===== src/rtl/fadd_pkg.sv =====
// Shared types and helpers for the vector FP-add sequencer.
package fadd_pkg;

  localparam int FFLAGS_W = 5;

  typedef enum logic [1:0] {
    IDLE = 2'd0,
    BUSY = 2'd1,
    DONE = 2'd2
  } state_e;

  function automatic int elem_w(input int expwidth, input int precision);
    return expwidth + precision + 1;
  endfunction

endpackage


===== src/rtl/fadd_lane_pick.sv =====
// Priority encoder: lowest set bit index plus a found flag.
module fadd_lane_pick
  import fadd_pkg::*;
#(
  parameter int N = 4,
  localparam int IDX_W = (N > 1) ? $clog2(N) : 1
) (
  input  logic [N-1:0]     bits,
  output logic [IDX_W-1:0] idx,
  output logic             found
);

  // Scan from the top so the lowest set index is the last one written
  always_comb begin
    idx   = {IDX_W{1'b0}};
    found = 1'b0;
    for (int i = N - 1; i >= 0; i--) begin
      idx   = bits[i] ? IDX_W'(i) : idx;
      found = found | bits[i];
    end
  end

endmodule


===== src/rtl/fadd_vec_seq.sv =====
// Issues the active lanes of one vector add into the scalar FP adder and
// assembles the in-order results into a single writeback.
module fadd_vec_seq
  import fadd_pkg::*;
#(
  parameter int EXPWIDTH        = 5,
  parameter int PRECISION       = 3,
  parameter int NUM_LANE        = 4,
  parameter int DEPTH_WARP      = 4,
  parameter int MAX_OUTSTANDING = 2,
  localparam int W = elem_w(EXPWIDTH, PRECISION)
) (
  input  logic                    clk,
  input  logic                    rst_n,
  input  logic                    req_valid_i,
  output logic                    req_ready_o,
  input  logic [NUM_LANE*W-1:0]   req_a_i,
  input  logic [NUM_LANE*W-1:0]   req_b_i,
  input  logic [NUM_LANE-1:0]     req_mask_i,
  input  logic [2:0]              req_rm_i,
  input  logic [7:0]              req_reg_idxw_i,
  input  logic [DEPTH_WARP-1:0]   req_warpid_i,
  output logic                    fu_valid_o,
  input  logic                    fu_ready_i,
  output logic [W-1:0]            fu_a_o,
  output logic [W-1:0]            fu_b_o,
  output logic [2:0]              fu_rm_o,
  input  logic                    fu_out_valid_i,
  output logic                    fu_out_ready_o,
  input  logic [W-1:0]            fu_result_i,
  input  logic [FFLAGS_W-1:0]     fu_fflags_i,
  output logic                    wb_valid_o,
  input  logic                    wb_ready_i,
  output logic [NUM_LANE*W-1:0]   wb_data_o,
  output logic [FFLAGS_W-1:0]     wb_fflags_o,
  output logic [NUM_LANE-1:0]     wb_mask_o,
  output logic [7:0]              wb_reg_idxw_o,
  output logic [DEPTH_WARP-1:0]   wb_warpid_o
);

  localparam int IDX_W = (NUM_LANE > 1) ? $clog2(NUM_LANE) : 1;
  localparam int OUT_W = $clog2(MAX_OUTSTANDING + 1);
  localparam logic [OUT_W-1:0] MAX_OUT = OUT_W'(MAX_OUTSTANDING);
  localparam logic [OUT_W-1:0] ONE_OUT = OUT_W'(1'b1);

  state_e                  state_r, next_state_s;
  logic [NUM_LANE*W-1:0]   a_r, b_r, data_r;
  logic [NUM_LANE-1:0]     mask_r, issued_r, collected_r;
  logic [2:0]              rm_r;
  logic [7:0]              reg_idxw_r;
  logic [DEPTH_WARP-1:0]   warpid_r;
  logic [OUT_W-1:0]        outstanding_r;
  logic [FFLAGS_W-1:0]     fflags_r;

  logic [NUM_LANE-1:0]     pend_issue_s, pend_col_s, issue_onehot_s, col_onehot_s;
  logic [IDX_W-1:0]        issue_ptr_s, col_ptr_s;
  logic                    issue_found_s, col_found_s;
  logic                    accept_s, issue_fire_s, col_fire_s, last_col_s;

  assign pend_issue_s   = mask_r & ~issued_r;
  assign pend_col_s     = mask_r & ~collected_r;
  assign issue_onehot_s = NUM_LANE'(1'b1) << issue_ptr_s;
  assign col_onehot_s   = NUM_LANE'(1'b1) << col_ptr_s;

  fadd_lane_pick #(.N(NUM_LANE)) u_issue_pick (
    .bits  (pend_issue_s),
    .idx   (issue_ptr_s),
    .found (issue_found_s)
  );

  fadd_lane_pick #(.N(NUM_LANE)) u_col_pick (
    .bits  (pend_col_s),
    .idx   (col_ptr_s),
    .found (col_found_s)
  );

  assign accept_s     = req_valid_i && req_ready_o;
  assign issue_fire_s = fu_valid_o && fu_ready_i;
  assign col_fire_s   = fu_out_valid_i && fu_out_ready_o && col_found_s;
  assign last_col_s   = ((pend_col_s & ~col_onehot_s) == {NUM_LANE{1'b0}});

  // State register
  always_ff @(posedge clk or negedge rst_n) begin
    if (!rst_n) begin
      state_r <= IDLE;
    end else begin
      state_r <= next_state_s;
    end
  end

  // Next-state decode
  always_comb begin
    next_state_s = state_r;
    case (state_r)
      IDLE: begin
        if (accept_s) begin
          next_state_s = (req_mask_i == {NUM_LANE{1'b0}}) ? DONE : BUSY;
        end else begin
          next_state_s = IDLE;
        end
      end
      BUSY: begin
        if (col_fire_s && last_col_s) begin
          next_state_s = DONE;
        end else begin
          next_state_s = BUSY;
        end
      end
      DONE: begin
        if (wb_ready_i) begin
          next_state_s = IDLE;
        end else begin
          next_state_s = DONE;
        end
      end
      default: next_state_s = IDLE;
    endcase
  end

  // Handshake outputs decoded from the registered state
  always_comb begin
    req_ready_o    = 1'b0;
    fu_valid_o     = 1'b0;
    fu_out_ready_o = 1'b0;
    wb_valid_o     = 1'b0;
    case (state_r)
      IDLE: req_ready_o = 1'b1;
      BUSY: begin
        fu_valid_o     = issue_found_s && (outstanding_r < MAX_OUT);
        fu_out_ready_o = (outstanding_r != {OUT_W{1'b0}});
      end
      DONE:    wb_valid_o  = 1'b1;
      default: req_ready_o = 1'b0;
    endcase
  end

  // Request latch, issue/collect bookkeeping and result assembly
  always_ff @(posedge clk or negedge rst_n) begin
    if (!rst_n) begin
      a_r           <= {(NUM_LANE*W){1'b0}};
      b_r           <= {(NUM_LANE*W){1'b0}};
      data_r        <= {(NUM_LANE*W){1'b0}};
      mask_r        <= {NUM_LANE{1'b0}};
      issued_r      <= {NUM_LANE{1'b0}};
      collected_r   <= {NUM_LANE{1'b0}};
      rm_r          <= 3'd0;
      reg_idxw_r    <= 8'd0;
      warpid_r      <= {DEPTH_WARP{1'b0}};
      outstanding_r <= {OUT_W{1'b0}};
      fflags_r      <= {FFLAGS_W{1'b0}};
    end else if (accept_s) begin
      a_r           <= req_a_i;
      b_r           <= req_b_i;
      data_r        <= {(NUM_LANE*W){1'b0}};
      mask_r        <= req_mask_i;
      issued_r      <= {NUM_LANE{1'b0}};
      collected_r   <= {NUM_LANE{1'b0}};
      rm_r          <= req_rm_i;
      reg_idxw_r    <= req_reg_idxw_i;
      warpid_r      <= req_warpid_i;
      outstanding_r <= {OUT_W{1'b0}};
      fflags_r      <= {FFLAGS_W{1'b0}};
    end else begin
      if (issue_fire_s) begin
        issued_r <= issued_r | issue_onehot_s;
      end
      if (col_fire_s) begin
        collected_r                <= collected_r | col_onehot_s;
        data_r[col_ptr_s*W +: W]   <= fu_result_i;
        fflags_r                   <= fflags_r | fu_fflags_i;
      end
      // Simultaneous issue and collect leave the count unchanged
      case ({issue_fire_s, col_fire_s})
        2'b10:   outstanding_r <= outstanding_r + ONE_OUT;
        2'b01:   outstanding_r <= outstanding_r - ONE_OUT;
        default: outstanding_r <= outstanding_r;
      endcase
    end
  end

  assign fu_a_o        = a_r[issue_ptr_s*W +: W];
  assign fu_b_o        = b_r[issue_ptr_s*W +: W];
  assign fu_rm_o       = rm_r;
  assign wb_data_o     = data_r;
  assign wb_fflags_o   = fflags_r;
  assign wb_mask_o     = mask_r;
  assign wb_reg_idxw_o = reg_idxw_r;
  assign wb_warpid_o   = warpid_r;

endmodule

===== config.mk =====
export PLATFORM = sky130hd
export DESIGN_NAME = fadd_vec_seq
export DESIGN_NICKNAME = d
export VERILOG_FILES = /design/src/rtl/fadd_pkg.sv /design/src/rtl/fadd_lane_pick.sv /design/src/rtl/fadd_vec_seq.sv
export SDC_FILE = /design/constraint.sdc
export NUM_CORES = 1
export LEC_CHECK = 0
export ABC_AREA = 1
export BUFFER_PORTS_ARGS = -buffer_cell sky130_fd_sc_hd__buf_4
export CAP_MARGIN = 20
export CORE_MARGIN = 2
export CORE_UTILIZATION = 40
export DETAILED_ROUTE_END_ITERATION = 16
export PLACE_DENSITY = 0.61
export SKIP_LAST_GASP = 1
export SLEW_MARGIN = 20
export SYNTH_ARGS = -nofsm -noshare
export SYNTH_HDL_FRONTEND = slang
export SYNTH_SLANG_ARGS = --single-unit
export TNS_END_PERCENT = 5

===== constraint.sdc =====
create_clock -name clk -period 4.5 [get_ports clk]
set_clock_uncertainty 0.2 [all_clocks]
set_input_delay 0.9 -clock clk [delete_from_list [all_inputs] [get_ports clk]]
set_output_delay 0.9 -clock clk [all_outputs]
set_load 0.01 [all_outputs]

* After elaboration in Yosys (flattened, before gate mapping) *
Cells that the tools add are included.

storage, ports and cells
  register bits after elaboration = 144
  input port bits = 111
  output and inout port bits = 82

operators by class
  add/subtract/negate cells = 3
  multiply operators = 2
  order comparisons = 1
  equal/unequal tests = 4
  shift operators = 6
  muxes and demuxes = 28
  bitwise logic cells = 15
  reductions and logical operators = 13

operators with widths
  cell                                                   number
  two-way mux 36 bit                                     2
  variable part select 36 x 7 -> 9 bit                   2
  bitwise mux 36 bit                                     1
  variable shift 9 x 34 -> 36 bit, first input constant  1
  variable part select 9 x 34 -> 36 bit                  1
  negation 6 -> 34 bit                                   1
  two-way mux 2 bit                                      13
  two-way mux 4 bit                                      4
  AND 4 bit                                              3
  multiplier 2 x 4 -> 6 bit, second input constant       2
  NOT 4 bit                                              3
  two-way mux 5 bit                                      2
  logical NOT 4 bit                                      2
  bitwise OR 4 bit                                       2
  left shift 1 x 2 -> 4 bit, first input constant        2
  logical AND 1 bit                                      6
  bitwise OR 1 bit                                       6
  one-hot mux 2 bit (3 select lines)                     1
  nonzero test 2 bit                                     3
  bitwise OR 5 bit                                       1
  == test 2 x 1 -> 1 bit, second input constant          2
  == test 2 bit, second input constant                   2
  two-way mux 1 bit                                      4
  one-hot mux 2 bit (2 select lines)                     1
  other kinds (5)                                        5

* Depth between registers and ports, before layout *
Gate-level depths: netlist (run 1).

  depth after elaboration = 13
  depth in mapped cells = 13

* Cells and area by module *
From an unflattened synthesis (run 1), not the netlist that was laid out.

second synthesis, totals
  cell total of the unflattened synthesis = 753
  area, all modules = 6394.9 µm²

modules (own cells, without submodules)
  module          times used  cells an instance  area each (µm²)  sequential area each (µm²)
  fadd_vec_seq    1           737                6322.3           3603.5
  fadd_lane_pick  2           8                  36.3             0.0

* Worst setup path after synthesis (run 1) *
No wires, ideal clock.

  kind = register to output
  start point = reg mask_r[0], in the netlist wb_mask_o[0]
  end point = out fu_a_o[0]
  arrival = 1.376 ns
  data required time = 3.400 ns
  setup slack = 2.024 ns
  cell stages (with the launch flop) = 10
  path buffers = 1
  cells stage by stage = dfrtp_1 > nand2_1 > nand2_1 > inv_1 > nand2_1 > nand3_1 > clkinv_1 > buf_2 > nand2_1 > nand3b_1

between the ends
  cells in the longest elaborated chain, start to end = 4

ends and longest elaborated chain
  what                                  line                  source
  start: declaration                    fadd_vec_seq.sv:48    logic [NUM_LANE-1:0] mask_r, issued_r, collected_r;
  start signal: assignment              fadd_vec_seq.sv:143   mask_r <= {NUM_LANE{1'b0}};
  start signal: assignment              fadd_vec_seq.sv:155   mask_r <= req_mask_i;
  AND 4 bit                             fadd_vec_seq.sv:60    assign pend_issue_s = mask_r & ~issued_r;
  two-way mux 2 bit                     fadd_lane_pick.sv:18  idx = bits[i] ? IDX_W'(i) : idx;
  multiplier 2 x 4 -> 6 bit             fadd_vec_seq.sv:181   assign fu_a_o = a_r[issue_ptr_s*W +: W];
  variable part select 36 x 7 -> 9 bit  fadd_vec_seq.sv:181
  end: declaration                      fadd_vec_seq.sv:25    output logic [W-1:0] fu_a_o,

Every way passes these cells.

* Worst setup path in the final report (run 1) *
  start point = reg mask_r[0], in the netlist wb_mask_o[0]
  end point = out fu_a_o[7]

Same word-level chain as after synthesis.

==> flow_metrics.py, run 1 <==
metrics = {
    "place": {
        "dpl_cell_area_sq_mm": 0.00822,
        "place_hpwl_um": 12100,
        "gp_congestion": 0.812,
        "io_buffers": 192,
    },
    "clock_tree": {
        "cts.sinks": 144,
        "holdBufCountCts": 0,
        "cts_buffers": 17,
        "clkLatencyLatePin_ns": 0.42,
        "cts_tree": "done",
        "clk_pin_slew_worst_paths_ns": 0.06,
        "htreeDepth": 4,
        "cts_buffer_depth": 2,
        "clockRootBuffer": "clkbuf_16",
        "post_cts_buffers": 0,
        "postCtsResizedCells": 0,
    },
    "route": {
        "drc": 0,
        "wl_um": 17500,
        "drt_iter0_drc": 378,
        "first_pass_iters": 4,
        "drt.antenna.violating_nets": 0,
        "routed_via_density": 4.63,
        "wl_per_cell_um": 14.1,
        "dr_total_vias": 5756,
    },
    "global_route": {
        "grt_first_pass_wirelength_um": 29100,
        "grt_max_degree": 94,
        "grt_pass1_vias": 5701,
        "antenna_found_initial": 0,
        "grt_usage_pct": 20.9,
        "overflow": 0,
    },
    "synth": {
        "synthSimpleGateAreaFrac_pct": 30.5,
        "synthesis.area_sq_mm": 0.00663,
        "synthXorXnorAreaFrac_pct": 0,
        "ys_seq_area_share_pct": 54.4,
        "synthCells": 825,
        "async_flop_share_pct": 100,
        "synth_flop_cell": "dfrtp_1",
        "synth_compound_area_share_pct": 6.33,
        "synth-edff-count": 0,
        "synthAdderAreaFrac_pct": 1.51,
        "syn_avg_cell_area_sq_um": 8.03,
        "synth_top_family_by_area": "simple AND/OR/NAND/NOR gates",
        "yosysWarnings": 0,
        "synth.distinct_cells": 31,
        "ys_ff_latch": 144,
        "muxShareOfSynthArea_pct": 0,
        "synth.net_count": 944,
    },
    "critical_path": {
        "r2r_start": "wb_mask_o[2]",
        "crit_required_ns": 3.40,
        "r2r.worst_path.cells": 9,
        "crit_path_start_kind": "flop",
        "critical_path_class": "reg2out",
        "cp_max_fo": 20,
        "r2r_end": "wb_data_o[13]",
        "critPathCaptureType": "primary output",
        "cp_data_arrival_time_ns": 2.55,
        "slowest_stage": "clkinv_1",
        "crit_chain": "nand2_1 > nand2_1 > inv_1 > nand2_1 > buf_4 > nand3_1 > clkinv_1 > a21oi_1 > nand2_1 > buf_4",
        "crit_buf_inv": 4,
        "cp_top_family": "buffers and inverters",
        "cpMostUsedCell": "nand2_1",
        "startpoint": "wb_mask_o[0]",
        "r2r_slack_ns": 1.90,
        "max_stage_delay_ns": 0.53,
    },
    "min_path": {
        "min_to": "b_r[9]",
        "worstHoldStart": "b_r[9]",
        "holdPathStages": 2,
        "min_path_type": "reg2reg",
    },
    "finish": {
        "syn_to_final_growth_pct": 33.9,
        "fill_cells": 1585,
        "nets": 1128,
        "diodes": 0,
        "drive_gt1_share_pct": 24.5,
        "layout_common_cells": "nand2_1, buf_4, dfrtp_1",
        "final_common_cell": "nand2_1",
        "stdcell_area_sq_mm": 0.00887,
        "multi_input_area_sq_mm": 0.00254,
        "register_area_sq_mm": 0.00360,
        "fin_util_pct": 54.1,
    },
    "sta": {
        "max-slew-margin-rel_pct": 35.5,
        "finalSetupTns_ns": 0,
        "period_share_pct": 81.2,
        "period_needed_ns": 3.65,
        "drv_slew": 0,
        "setup_viol": 0,
        "max_freq_ghz": 0.274,
        "rsz0062_at_grt": "no",
        "hold_viol": 0,
        "worstMarginPinSlew_ns": 0.966,
    },
    "floorplanning": {
        "rows": 47,
        "die_area_sq_mm": 0.0176,
        "die_h_um": 133,
        "die_width_um": 133,
        "coreArea_sq_mm": 0.0164,
        "initial_core_util_pct": 40.4,
        "io_pins": 193,
    },
    "power": {
        "power.internal_mw": 3.95,
        "swShare_pct": 40.1,
        "power_frac_comb_pct": 44.0,
        "p_sw_mw": 2.65,
        "ir_drop_v": 0.000376,
        "clkPwrFrac_pct": 23.8,
        "power_frac_seq_pct": 32.2,
        "power.density_mw_per_mm2": 743,
        "p_leak_nw": 4.76,
    },
    "job": {
        "drv_cap": 0,
    },
    "status": {
        "status": "finished, final reports clean",
    },
}
-- worst register-to-register path, cell delays in order, from the launching register on --
cell,delay [ns]
dfrtp_1,0.43
nand2_1,0.12
nand3_1,0.08
nand2_1,0.06
nand2_1,0.31
ha_1,0.50
inv_1,0.08
nor3_2,0.52
nand3_1,0.14
o21ai_0,0.10
-- worst max path at each step --
stage,endpoint,depth (start not counted)
5_1_grt,fu_a_o[7],10
3_3_place_gp,fu_a_o[7],10
3_5_place_dp,fu_a_o[7],10
6_report,fu_a_o[7],10
2_1_floorplan,fu_a_o[0],9
4_1_cts,fu_a_o[7],10
-- cell type report --
class	count	area share (%)
clock buffers	17	4.79
clock inverters	15	2.59
inverters	80	3.44
multi-input cells	569	28.6
flip-flops and latches	144	40.6
well taps	220	3.10
repair buffers	197	16.9
-- layer usage --
metal / global-route usage [%] / share of wire [%] / routed length [um] / vias up
met5: 0 / 0 / 0 / -
met4: 6.39 / 1.4 / 252 / 0
met3: 7.09 / 7.7 / 1340 / 22
met2: 33.5 / 47 / 8190 / 152
met1: 26.8 / 44 / 7740 / 2655
li1: - / - / - / 2927
-- Yosys cell counts (3+ instances only) --
cell	count	area, sq um
o21ai_0	53	265
inv_1	74	278
nor2_1	38	143
nand4_1	5	31.3
ha_1	8	100
clkbuf_1	9	33.8
a21oi_1	14	70.1
buf_2	17	85.1
buf_6	4	45.0
inv_2	3	11.3
dfrtp_1	144	3600
nand3b_1	16	120
nand3_1	46	230
nand2_1	369	1390
-- state kept, by name (all words and copies together), names as in the netlist --
signal         count
b_r               36
wb_reg_idxw_o      8
state_r            2
wb_warpid_o        4
issued_r           4
a_r               36
collected_r        4
outstanding_r      2
fu_rm_o            3
wb_fflags_o        5
wb_data_o         36
wb_mask_o          4
-- power by group through the flow --
stage,Clock [mW],Combinational (mW),Sequential [mW]
3_3_place_gp,0,2.91,2.13
5_1_grt,1.66,3.28,2.19
2_1_floorplan,0,1.75,2.16
6_report,1.57,2.90,2.12
4_1_cts,1.60,2.95,2.13
3_5_place_dp,0,2.94,2.14
-- stage by stage --
stage	setup WS (ns)	power [mW]	instances	hold WS, ns
6_report	0.846	6.60	1242	0.268
5_1_grt	0.617	7.13	1242	0.292
4_1_cts	0.818	6.67	1242	0.274
3_5_place_dp	1.27	5.08	1210	0.258
3_3_place_gp	1.30	5.04	1210	0.254
2_1_floorplan	2.02	3.91	825	0.242
-- kinds of logic after synthesis --
| group | after synthesis |
|---|---|
| AOI/OAI and AO/OA | 75 |
| adders and majority gates | 8 |
| buffers and inverters | 112 |
| DFF | 144 |
| and+or+nand+nor | 486 |
Note: power is estimated with default switching activity, not from simulation.
==> run 2: changes to the inputs <==
--- a/config.mk
+++ b/config.mk
@@ -11,7 +11,7 @@
 export CORE_MARGIN = 2
 export CORE_UTILIZATION = 40
 export DETAILED_ROUTE_END_ITERATION = 16
-export PLACE_DENSITY = 0.61
+export PLACE_DENSITY = 0.64
 export SKIP_LAST_GASP = 1
 export SLEW_MARGIN = 20
 export SYNTH_ARGS = -nofsm -noshare
==> constraint.sdc (replaced) <==
create_clock -name clk -period 3.25 [get_ports clk]
set_clock_uncertainty 0.2 [all_clocks]
set_input_delay 0.65 -clock clk [delete_from_list [all_inputs] [get_ports clk]]
set_output_delay 0.65 -clock clk [all_outputs]
set_load 0.01 [all_outputs]
==> flow_metrics.py, run 2 (synthesis results as in run 1) <==
metrics = {
    "sta": {
        "rsz0062_at_grt": "no",
        "max-slew-margin-rel_pct": 59.7,
        "period_share_pct": 93.7,
        "drv_slew": 0,
        "setup_viol": 0,
        "finalSetupTns_ns": 0,
        "max_freq_ghz": 0.328,
        "period_needed_ns": 3.05,
        "whs_ns": 0.232,
        "hold_viol": 0,
        "worstMarginPinSlew_ns": 0.604,
        "worst_slack_ns": 0.203,
    },
    "place": {
        "pre_cts_ws_ns": 0.629,
        "io_buffers": 192,
        "dpl_cell_area_sq_mm": 0.00830,
        "gp_congestion": 0.790,
        "place_hpwl_um": 12700,
        "dp_cells": 1221,
    },
    "clock_tree": {
        "cts_buffers": 17,
        "holdBufCountCts": 1,
        "clockRootBuffer": "clkbuf_16",
        "clkLatencyLatePin_ns": 0.41,
        "postCtsResizedCells": 0,
        "cts.sinks": 144,
        "cts_buffer_depth": 2,
        "cts_tree": "done",
        "post_cts_buffers": 0,
        "clk_pin_slew_worst_paths_ns": 0.06,
        "htreeDepth": 4,
    },
    "global_route": {
        "grt_first_pass_wirelength_um": 28400,
        "grt_pass1_vias": 5618,
        "grt_max_degree": 76,
        "grt_usage_pct": 20.4,
        "overflow": 0,
        "antenna_found_initial": 0,
    },
    "critical_path": {
        "cp_top_family": "buffers and inverters",
        "cpMostUsedCell": "nand2_1",
        "crit_path_start_kind": "flop",
        "critPathCaptureType": "primary output",
        "r2r.worst_path.cells": 10,
        "slowest_stage": "dfrtp_1",
        "crit_chain": "nand2_1 > nand2_1 > inv_1 > nand2_1 > nand3_1 > clkinv_1 > buf_4 > nand2_1 > nand3b_1 > buf_4",
        "crit_buf_inv": 4,
        "max_stage_delay_ns": 0.41,
        "cp_max_fo": 10,
        "critical_path_class": "reg2out",
        "worst-path-stages": 10,
        "r2r_slack_ns": 0.68,
        "cp_data_arrival_time_ns": 2.20,
        "crit_required_ns": 2.40,
    },
    "floorplanning": {
        "die_area_sq_mm": 0.0176,
        "initial_core_util_pct": 40.4,
        "die_h_um": 133,
        "io_pins": 193,
        "die_width_um": 133,
        "rows": 47,
        "coreArea_sq_mm": 0.0164,
    },
    "route": {
        "drt.antenna.violating_nets": 0,
        "wl_per_cell_um": 14.0,
        "wl_um": 17500,
        "first_pass_iters": 5,
        "dr_total_vias": 5866,
        "drc": 0,
        "routed_via_density": 4.68,
        "drt_iter0_drc": 297,
    },
    "power": {
        "power_mw": 9.23,
        "power.density_mw_per_mm2": 1030,
        "p_leak_nw": 4.83,
        "ir_drop_v": 0.000460,
    },
    "finish": {
        "syn_to_final_growth_pct": 35.4,
        "diodes": 0,
        "fin_util_pct": 54.7,
        "stdcell_count": 1253,
        "nets": 1140,
        "stdcell_area_sq_mm": 0.00897,
        "layout_common_cells": "nand2_1, buf_4, dfrtp_1",
        "drive_gt1_share_pct": 25.1,
        "final_common_cell": "nand2_1",
    },
    "min_path": {
        "min_path_type": "in2reg",
        "holdPathStages": 3,
    },
    "status": {
        "status": "finished, final reports clean",
    },
    "job": {
        "drv_cap": 0,
    },
}
==> run 2: path summary, 6_finish.rpt <==
kind / end / from
worst max-delay path: fu_a_o[2] / wb_mask_o[0]
worst min-delay path: a_r[7] / req_a_i[7]
worst max register to register: wb_data_o[5] / wb_mask_o[2]
worst min register to register: fu_rm_o[2] / fu_rm_o[2]
max in group asynchronous: wb_data_o[23] / rst_n
min in group asynchronous: outstanding_r[0] / rst_n
==> run 2: final cells by class <==
cell class                      instances  area (sq um)
Fill cell                            1589          7430
Tap cell                              220           275
Multi-Input combinational cell        569          2540
Sequential cell                       144          3600
Timing Repair Buffer                  209          1590
Clock buffer                           22           484
Inverter                               80           305
Clock inverter                          9           179
==> run 2: power by group <==
group | leakage (nW) | internal, mW | total, mW | switching (mW)
combinational | 2.66 | 1.64 | 4.12 | 2.49
sequential | 1.85 | 2.53 | 2.93 | 0.397
clock | 0.318 | 1.44 | 2.17 | 0.734
==> run 2: per-layer routing <==
metal	GRT usage (%)	part of all wire (%)
met3	6.05	7.2
met4	5.91	1.2
met5	0	0
met2	32.3	46
met1	27.3	45
==> run 2: worst reg2reg max path, stage by stage, from the launching register on <==
cell and delay (ns):
dfrtp_1 0.42, nand2_1 0.11, nand3_1 0.07, nand2_1 0.06
nand2_1 0.32, ha_1 0.47, nor2_1 0.12, nand4_1 0.37
nor2_1 0.25, nand2_1 0.08, nand2_1 0.06
==> run 3: changes to the inputs <==
--- a/config.mk
+++ b/config.mk
@@ -5,9 +5,9 @@
 export SDC_FILE = /design/constraint.sdc
 export NUM_CORES = 1
 export LEC_CHECK = 0
-export ABC_AREA = 1
 export BUFFER_PORTS_ARGS = -buffer_cell sky130_fd_sc_hd__buf_4
 export CAP_MARGIN = 20
+export CORE_ASPECT_RATIO = 0.5
 export CORE_MARGIN = 2
 export CORE_UTILIZATION = 40
 export DETAILED_ROUTE_END_ITERATION = 16
==> flow_metrics.py, run 3 <==
metrics = {
    "clock_tree": {
        "cts.sinks": 144,
        "post_cts_buffers": 0,
        "postCtsResizedCells": 0,
        "clockRootBuffer": "clkbuf_16",
        "holdBufCountCts": 0,
        "htreeDepth": 4,
        "cts_tree": "done",
        "cts_buffer_depth": 2,
        "cts_buffers": 17,
        "clkLatencyLatePin_ns": 0.41,
        "clk_pin_slew_worst_paths_ns": 0.06,
    },
    "global_route": {
        "grt_max_degree": 64,
        "grt_pass1_vias": 5297,
        "antenna_found_initial": 0,
        "overflow": 0,
        "grt_usage_pct": 20.7,
        "grt_first_pass_wirelength_um": 27300,
    },
    "job": {
        "drv_cap": 0,
    },
    "floorplanning": {
        "rows": 32,
        "initial_core_util_pct": 40.9,
        "coreArea_sq_mm": 0.0154,
        "die_width_um": 181,
        "die_area_sq_mm": 0.0168,
        "io_pins": 193,
        "die_h_um": 92.7,
    },
    "place": {
        "io_buffers": 192,
        "dp_cells": 1043,
        "dpl_cell_area_sq_mm": 0.00792,
        "gp_congestion": 0.760,
        "place_hpwl_um": 11400,
    },
    "sta": {
        "rsz0062_at_grt": "no",
        "setup_viol": 0,
        "whs_ns": 0.0214,
        "finalSetupTns_ns": 0,
        "period_needed_ns": 3.02,
        "max-slew-margin-rel_pct": 43.1,
        "period_share_pct": 93.0,
        "worstMarginPinSlew_ns": 0.852,
        "max_freq_ghz": 0.331,
        "hold_viol": 0,
        "drv_slew": 0,
    },
    "synth": {
        "synth_flop_cell": "dfrtp_1",
        "synth.net_count": 796,
        "synthCells": 677,
        "synthesis.area_sq_mm": 0.00630,
        "ys_ff_latch": 144,
        "synth.distinct_cells": 39,
        "synth_top_cell_by_area": "dfrtp_1",
        "yosysWarnings": 0,
        "ys_seq_area_share_pct": 57.2,
        "synth_most_common_cell": "nand2_1",
        "ys_top_cells_by_count": "nand2_1, dfrtp_1, and2_1, a31o_2, nor2_1",
        "syn_avg_cell_area_sq_um": 9.30,
        "synth-edff-count": 0,
        "synth.area.top_cells": "dfrtp_1, nand2_1, a31o_2",
        "synth_top_area_share_pct": 57.2,
        "async_flop_share_pct": 100,
    },
    "critical_path": {
        "cp_max_fo": 19,
        "crit_path_start_kind": "flop",
        "crit_required_ns": 2.40,
        "cp_data_arrival_time_ns": 2.17,
        "critical_path_class": "reg2out",
        "critPathCaptureType": "primary output",
    },
    "finish": {
        "stdcell_area_sq_mm": 0.00854,
        "stdcell_count": 1075,
        "diodes": 0,
        "drive_gt1_share_pct": 31.0,
        "final_common_cell": "nand2_1",
        "nets": 977,
        "syn_to_final_growth_pct": 35.6,
        "layout_common_cells": "nand2_1, buf_4, dfrtp_1",
    },
    "power": {
        "power.density_mw_per_mm2": 1010,
        "power_mw": 8.65,
        "p_leak_nw": 4.63,
        "ir_drop_v": 0.000450,
    },
    "route": {
        "wl_per_cell_um": 15.7,
        "first_pass_iters": 5,
        "drt_iter0_drc": 324,
        "dr_total_vias": 5363,
        "drt.antenna.violating_nets": 0,
        "wl_um": 16900,
        "drc": 0,
        "routed_via_density": 4.99,
    },
    "status": {
        "status": "finished, final reports clean",
    },
    "min_path": {
        "min_path_type": "in2async",
    },
}
[run 3: cell count changes in the layout (fill, tap and decap cells not counted), moves of 27 or more]
cell and delta:
a31o_2 +27, and2_1 +36, inv_1 -71, nand2_1 -56
nand3_1 -43, o21ai_0 -53
[run 3: path summary, 6_finish.rpt]
path | startpoint | to | slack [ns] | cells after the start
setup / recovery | wb_mask_o[2] | fu_a_o[2] | 0.23 | 6
setup reg to reg | collected_r[3] | wb_data_o[18] | 0.48 | 8
hold / removal | rst_n | b_r[23] | 0.02 | 1
min in group clk | req_a_i[31] | a_r[31] | 0.22 | 3
hold reg to reg | a_r[0] | a_r[0] | 0.27 | 2
max in group asynchronous | rst_n | a_r[2] | 2.06 | 2
[run 3: layout make-up]
| type | instances | area, sq um |
|---|---|---|
| fill | 1409 | 6880 |
| inverter | 3 | 11.3 |
| sequential | 144 | 3600 |
| tap | 204 | 255 |
| timing repair buffer | 198 | 1500 |
| clock buffer | 18 | 429 |
| clock inverter | 14 | 181 |
| multi-input combinational | 494 | 2550 |
[run 3: where the power goes]
part           total, mW  internal [mW]  switching (mW)  leakage, nW
combinational       3.69           1.57            2.11         2.49
clock               2.01           1.22           0.790        0.284
sequential          2.96           2.53           0.433         1.86
[run 3: metal layers]
metal | vias to the layer above | global-route usage [%] | routed length [um]
met4 | 0 | 5.49 | 87
met3 | 7 | 4.56 | 908
met2 | 140 | 33.7 | 8220
met1 | 2620 | 28.1 | 7680
met5 | - | 0 | 0
li1 | 2596 | - | -
[run 3: cell families (layout without fill, tap and decap cells)]
| logic type | count (synthesis) | in the layout | share of synthesized area, % |
|---|---|---|---|
| mux | 1 | 1 | 0.179 |
| xor+xnor | 1 | 1 | 0.139 |
| simple gates | 401 | 401 | 27.5 |
| flops | 144 | 144 | 57.2 |
| compound gates | 83 | 83 | 10.7 |
| fa+ha+maj | 8 | 8 | 1.59 |
| buf+inv | 39 | 233 | 2.72 |
[run 3: through the flow]
stage / setup slack [ns] / util, %
after floorplan: 0.819 / -
after global placement: 0.503 / 51.4
after detailed placement: 0.465 / 51.4
after CTS: 0.0166 / 55.3
after global routing: 0.0232 / 55.4
final: 0.226 / 55.4
[run 3: worst max-delay path, stage by stage, from the launching register on]
cell	delay, ns
dfrtp_1	0.42
nand2b_1	0.20
nand3_1	0.10
nand2_1	0.64
nand2_1	0.16
nand2_1	0.12
buf_4	0.13
